`src/rtl/mm_pkg.sv`:
```
// Shared definitions for the matrix-multiply datapath: packer FSM states,
// default element/lane sizing and an index-width helper.
package mm_pkg;

  typedef enum logic {
    FILL = 1'b0,
    HOLD = 1'b1
  } state_t;

  localparam int MM_BW = 8;
  localparam int MM_K  = 4;

  // Bits needed to index n items; never less than 1 so a single-item count still has a port.
  function automatic int mm_clog2(input int n);
    int w;
    w = 1;
    while ((1 << w) < n) w++;
    return w;
  endfunction

endpackage

```
`src/rtl/fifo_row_packer_if.sv`:
```
// Upstream FIFO pop port plus downstream row handshake for fifo_row_packer.
interface fifo_row_packer_if
  import mm_pkg::*;
#(
  parameter int BW   = MM_BW,
  parameter int K    = MM_K,
  parameter int ROWS = 4
) ();

  localparam int IW = mm_clog2(ROWS);

  logic              o_rd;
  logic              i_empty;
  logic [BW-1:0]     i_data;
  logic              o_valid;
  logic              i_ready;
  logic [K*BW-1:0]   o_row;
  logic [IW-1:0]     o_row_idx;
  logic              o_last;

  modport master (
    output o_rd,
    input  i_empty,
    input  i_data,
    output o_valid,
    input  i_ready,
    output o_row,
    output o_row_idx,
    output o_last
  );

  modport slave (
    input  o_rd,
    output i_empty,
    output i_data,
    input  o_valid,
    output i_ready,
    input  o_row,
    input  o_row_idx,
    input  o_last
  );

endinterface

```
`src/rtl/fifo_row_packer.sv`:
```
// Pops K scalar elements from a FWFT FIFO into one row vector and offers it
// downstream on valid/ready, tagged with a wrapping row index and last-row flag.
module fifo_row_packer
  import mm_pkg::*;
#(
  parameter int BW   = MM_BW,
  parameter int K    = MM_K,
  parameter int ROWS = 4
) (
  input  logic        i_clk,
  input  logic        i_reset,
  input  logic        i_flush,
  output logic        o_busy,
  fifo_row_packer_if.master bus
);

  localparam int LW = mm_clog2(K);
  localparam int IW = mm_clog2(ROWS);
  localparam logic [LW-1:0] LANE_LAST = LW'(K - 1);
  localparam logic [IW-1:0] IDX_LAST  = IW'(ROWS - 1);

  state_t          r_state;
  state_t          w_state_next;
  logic [LW-1:0]   r_lane_cnt;
  logic [IW-1:0]   r_row_idx;
  logic [BW-1:0]   r_lane [K];
  logic            w_pop;
  logic            w_row_done;
  logic            w_accept;

  always_ff @(posedge i_clk) begin
    if (i_reset) r_state <= FILL;
    else         r_state <= w_state_next;
  end

  always_comb begin
    w_state_next = r_state;
    if (i_flush) begin
      w_state_next = FILL;
    end else begin
      unique case (r_state)
        FILL: if (w_row_done)  w_state_next = HOLD;
        HOLD: if (bus.i_ready) w_state_next = FILL;
        default: w_state_next = FILL;
      endcase
    end
  end

  // Pop is gated by reset/flush as well as empty so no element is lost in an abort cycle.
  always_comb begin
    w_pop       = (r_state == FILL) && !bus.i_empty && !i_flush && !i_reset;
    w_row_done  = w_pop && (r_lane_cnt == LANE_LAST);
    w_accept    = (r_state == HOLD) && bus.i_ready;
    bus.o_rd    = w_pop;
    bus.o_valid = (r_state == HOLD);
    bus.o_last  = (r_state == HOLD) && (r_row_idx == IDX_LAST);
    o_busy      = (r_state != FILL) || (r_lane_cnt != '0);
  end

  always_ff @(posedge i_clk) begin
    if (i_reset || i_flush) begin
      r_lane_cnt <= '0;
      r_row_idx  <= '0;
    end else begin
      if (w_pop) r_lane_cnt <= w_row_done ? '0 : r_lane_cnt + 1'b1;
      if (w_accept) r_row_idx <= (r_row_idx == IDX_LAST) ? '0 : r_row_idx + 1'b1;
    end
  end

  assign bus.o_row_idx = r_row_idx;

  // Unwritten lanes keep the previous row's values; only a flush-free pop writes a lane.
  for (genvar j = 0; j < K; j++) begin : g_lane
    always_ff @(posedge i_clk) begin
      if (i_reset)                                r_lane[j] <= '0;
      else if (w_pop && (r_lane_cnt == LW'(j)))   r_lane[j] <= bus.i_data;
    end
    assign bus.o_row[j*BW +: BW] = r_lane[j];
  end

endmodule

```
`src/flat_wrapper.sv`:
```
// flat-port wrapper written by rule: the top's interface ports become plain ports
module fifo_row_packer_flat import mm_pkg::*;
#(
  parameter int BW   = MM_BW,
  parameter int K    = MM_K,
  parameter int ROWS = 4
)
  (i_clk, i_reset, i_flush, o_busy, bus_o_rd, bus_i_empty, bus_i_data, bus_o_valid, bus_i_ready, bus_o_row, bus_o_row_idx, bus_o_last);
  fifo_row_packer_if #(.BW(BW), .K(K), .ROWS(ROWS)) bus_i ();
  input  logic i_clk;
  input  logic i_reset;
  input  logic i_flush;
  output logic o_busy;
  output wire logic [$bits(bus_i.o_rd)-1:0] bus_o_rd;
  input wire logic [$bits(bus_i.i_empty)-1:0] bus_i_empty;
  input wire logic [$bits(bus_i.i_data)-1:0] bus_i_data;
  output wire logic [$bits(bus_i.o_valid)-1:0] bus_o_valid;
  input wire logic [$bits(bus_i.i_ready)-1:0] bus_i_ready;
  output wire logic [$bits(bus_i.o_row)-1:0] bus_o_row;
  output wire logic [$bits(bus_i.o_row_idx)-1:0] bus_o_row_idx;
  output wire logic [$bits(bus_i.o_last)-1:0] bus_o_last;
  assign bus_o_rd = bus_i.o_rd;
  assign bus_i.i_empty = bus_i_empty;
  assign bus_i.i_data = bus_i_data;
  assign bus_o_valid = bus_i.o_valid;
  assign bus_i.i_ready = bus_i_ready;
  assign bus_o_row = bus_i.o_row;
  assign bus_o_row_idx = bus_i.o_row_idx;
  assign bus_o_last = bus_i.o_last;
  fifo_row_packer #(.BW(BW), .K(K), .ROWS(ROWS)) u_core (.i_clk(i_clk), .i_reset(i_reset), .i_flush(i_flush), .o_busy(o_busy), .bus(bus_i));
endmodule
```
`config.mk`:
```
export PLATFORM = sky130hd
export DESIGN_NAME = fifo_row_packer_flat
export DESIGN_NICKNAME = d
export VERILOG_FILES = /design/src/rtl/mm_pkg.sv /design/src/rtl/fifo_row_packer_if.sv /design/src/rtl/fifo_row_packer.sv /design/src/flat_wrapper.sv
export SDC_FILE = /design/constraint.sdc
export NUM_CORES = 1
export LEC_CHECK = 0
export CORE_MARGIN = 2
export CORE_UTILIZATION = 49
export DETAILED_ROUTE_END_ITERATION = 6
export PLACE_DENSITY = 0.81
export RECOVER_POWER = 50
export REMOVE_ABC_BUFFERS = 1
export SLEW_MARGIN = 25
export SYNTH_ARGS = -nofsm -noshare
export SYNTH_HDL_FRONTEND = slang
export SYNTH_SLANG_ARGS = --single-unit
```
`constraint.sdc`:
```
create_clock -name i_clk -period 2.91 [get_ports i_clk]
set_input_delay 0.582 -clock i_clk [delete_from_list [all_inputs] [get_ports i_clk]]
set_output_delay 0.582 -clock i_clk [all_outputs]
set_load 0.01 [all_outputs]
```
==> qor.yml <==
dieWidth_um: 61.1
start_kind: "input pin"
grt_pass1_wl_um: 4830
final_cells: 206
p_comb_share_pct: 11.6
synth_area_leaders: "edfxtp_1, and3_1, dfxtp_1"
layout-drive-gt1-share_pct: 13.0
r2r_cells: 3
fin_skew_ns: 0.0100
tritoncts: "yes"
synth_warnings: 0
vdd_drop_max_mv: 0.198
cts-root-buf: "clkbuf_4"
min_path_type: "reg2reg"
h-tree-depth: 2
period_share_pct: 95.1
nNetsFinal: 179
placed_cell_area_sq_um: 2150
crit_fanout: 8
power_frac_clock_pct: 25.5
preCtsSetupSlack_ns: 0.249
synthesis.area_sq_um: 1600
insertion_delay_ns: 0.34
crit_required_ns: 2.33
slew_headroom_pct: 51.8
switchingPower_mw: 0.217
power_mw: 0.956
routedWlPerCell_um: 15.4
syn_area_per_cell_sq_um: 15.0
diodes: 0
grt_max_degree: 25
hpwl_um: 2420
final_common_cell: "edfxtp_1"
grt_usage_pct: 18.8
status: "finished, final reports clean"
numPortBuffers: 50
min_period_ns: 2.77
power_leakage_nw: 0.906
post_cts_buffers: 0
clk_pin_slew_ns: 0.09
routed-via-count: 1075
synth-seq-cells: 37
fmax_ghz: 0.361
setup_viol: 0
gp_congestion: 0.716
antenna_found_initial: 0
grt_setup_unrepaired: "no"
crit_chain: "dlygate4sd3_1, nor4_4, clkdlybuf4s50_1"
cp_slowest_cell: "dlygate4sd3_1"
grt_overflow: 0
synth_cells: 107
utilization_pct: 71.1
clock_sinks: 37
switching_share_pct: 22.7
synth_seq_area_share_pct: 66.3
io_pins: 51
critPathMaxStageDelay_ns: 0.66
area_growth_pct: 36.8
placed_cells: 198
crit_buf_inv: 2
final_area_sq_um: 2190
finalMaxSlewViolations: 0
mostFrequentLayoutCells: "edfxtp_1, dlygate4sd3_1, and3_1, clkdlybuf4s50_1, nor3b_2"
rows: 20
synth_top_area_share_pct: 60.0
clockBufferDepth: 2
seq_power_share_pct: 62.9
setup_ws_ns: 0.143
dieHeight_um: 61.1
drt-vias-per-instance: 5.22
p_int_mw: 0.739
final-hold-violation-count: 0
worst_pin_slew_ns: 0.724
start_util_pct: 52.0
crit_family: "buffers and inverters"
synth_top_area_cell: "edfxtp_1"
synthDistinctLibCells: 25
cp.depth: 3
power_density_nw_per_um2: 437
path_class: "in2out"
maxCapViolations: 0
tns_ns: 0
drc_errors: 0
cp-end-kind: "output pin"
ant_nets: 0
holdPathStages: 2
grt_pass1_vias: 1031
timing.hold.ws_ns: 0.531
postCtsHoldBufs: 0
design.core.area_sq_um: 3080
cts_resized: 0
cts_buffers: 5
die_area_sq_um: 3740
routed_wl_um: 3180
drt-pass1-iter-count: 4
drt-initial-drc-count: 24
worstPathArrival_ns: 2.18
-- power by group through the flow --
stage                     clock [mW]  combinational, mW  sequential [mW]
after floorplan                    0             0.0274            0.626
after global placement             0              0.116            0.614
after detailed placement           0              0.118            0.615
after CTS                      0.253              0.119            0.603
after global routing           0.266              0.119            0.604
final                          0.244              0.111            0.601
-- registers in the layout (all words and copies together) (netlist names) --
| name | flops |
|---|---|
| u_core.r_lane | 32 |
| u_core.bus.o_row_idx | 2 |
| u_core.bus.o_valid | 1 |
| u_core.r_lane_cnt | 2 |
-- routing by layer --
layer  wire length (um)  up-vias  global-route usage, %
met3                203        5                   5.67
met2               1640       47                   33.6
met1               1290      507                   21.2
li1                   -      516                      -
met5                  0        -                      0
met4                 42        0                   6.52
-- tightest hold or removal path, cell delays in order (launching register included) --
cell     delay (ns)
dfxtp_1        0.35
o21ai_0        0.08
a21oi_1        0.06
-- cells by family (layout without fill, tap and decap cells) --
kind of cell / Yosys count / count (layout) / share of synthesized area [%]
fa+ha+maj: 5 / 5 / 3.91
buf+inv: 8 / 63 / 2.42
flops: 37 / 37 / 66.3
compound gates: 12 / 12 / 4.85
simple gates: 45 / 45 / 22.5
-- layout make-up --
type                    instances  area (sq um)
well taps                      44          55.1
multi-input cells              62           500
inverters                       2          7.51
clock buffers                   5          37.5
clock inverters                 3          12.5
flip-flops and latches         37          1060
fillers                       227           888
repair buffers                 53           515
-- final timing paths --
| kind | start | end | slack (ns) |
|---|---|---|---|
| setup / recovery | bus_i_empty | bus_o_rd | 0.14 |
| setup reg to reg | u_core.bus.o_valid | u_core.r_lane[1][7] | 1.10 |
| hold / removal | u_core.r_lane_cnt[1] | u_core.r_lane_cnt[1] | 0.53 |
| hold reg to reg | u_core.r_lane_cnt[1] | u_core.r_lane_cnt[1] | 0.53 |
-- synthesized netlist by cell type --
cell type,n
nor3b_2,8
edfxtp_1,32
o21ai_0,2
and2_1,1
a21oi_1,5
dfxtp_1,5
nand2b_1,2
nand3_1,1
clkbuf_1,3
nand4bb_1,1
buf_1,1
or3b_2,2
inv_1,2
or4_1,1
ha_1,5
a21o_1,3
nor3_1,1
and3_1,24
buf_2,1
or4b_1,1
or2_2,1
or2b_1,1
nor4_4,1
buf_6,1
a21bo_2,2
Power figures use the tool's default switching activity.
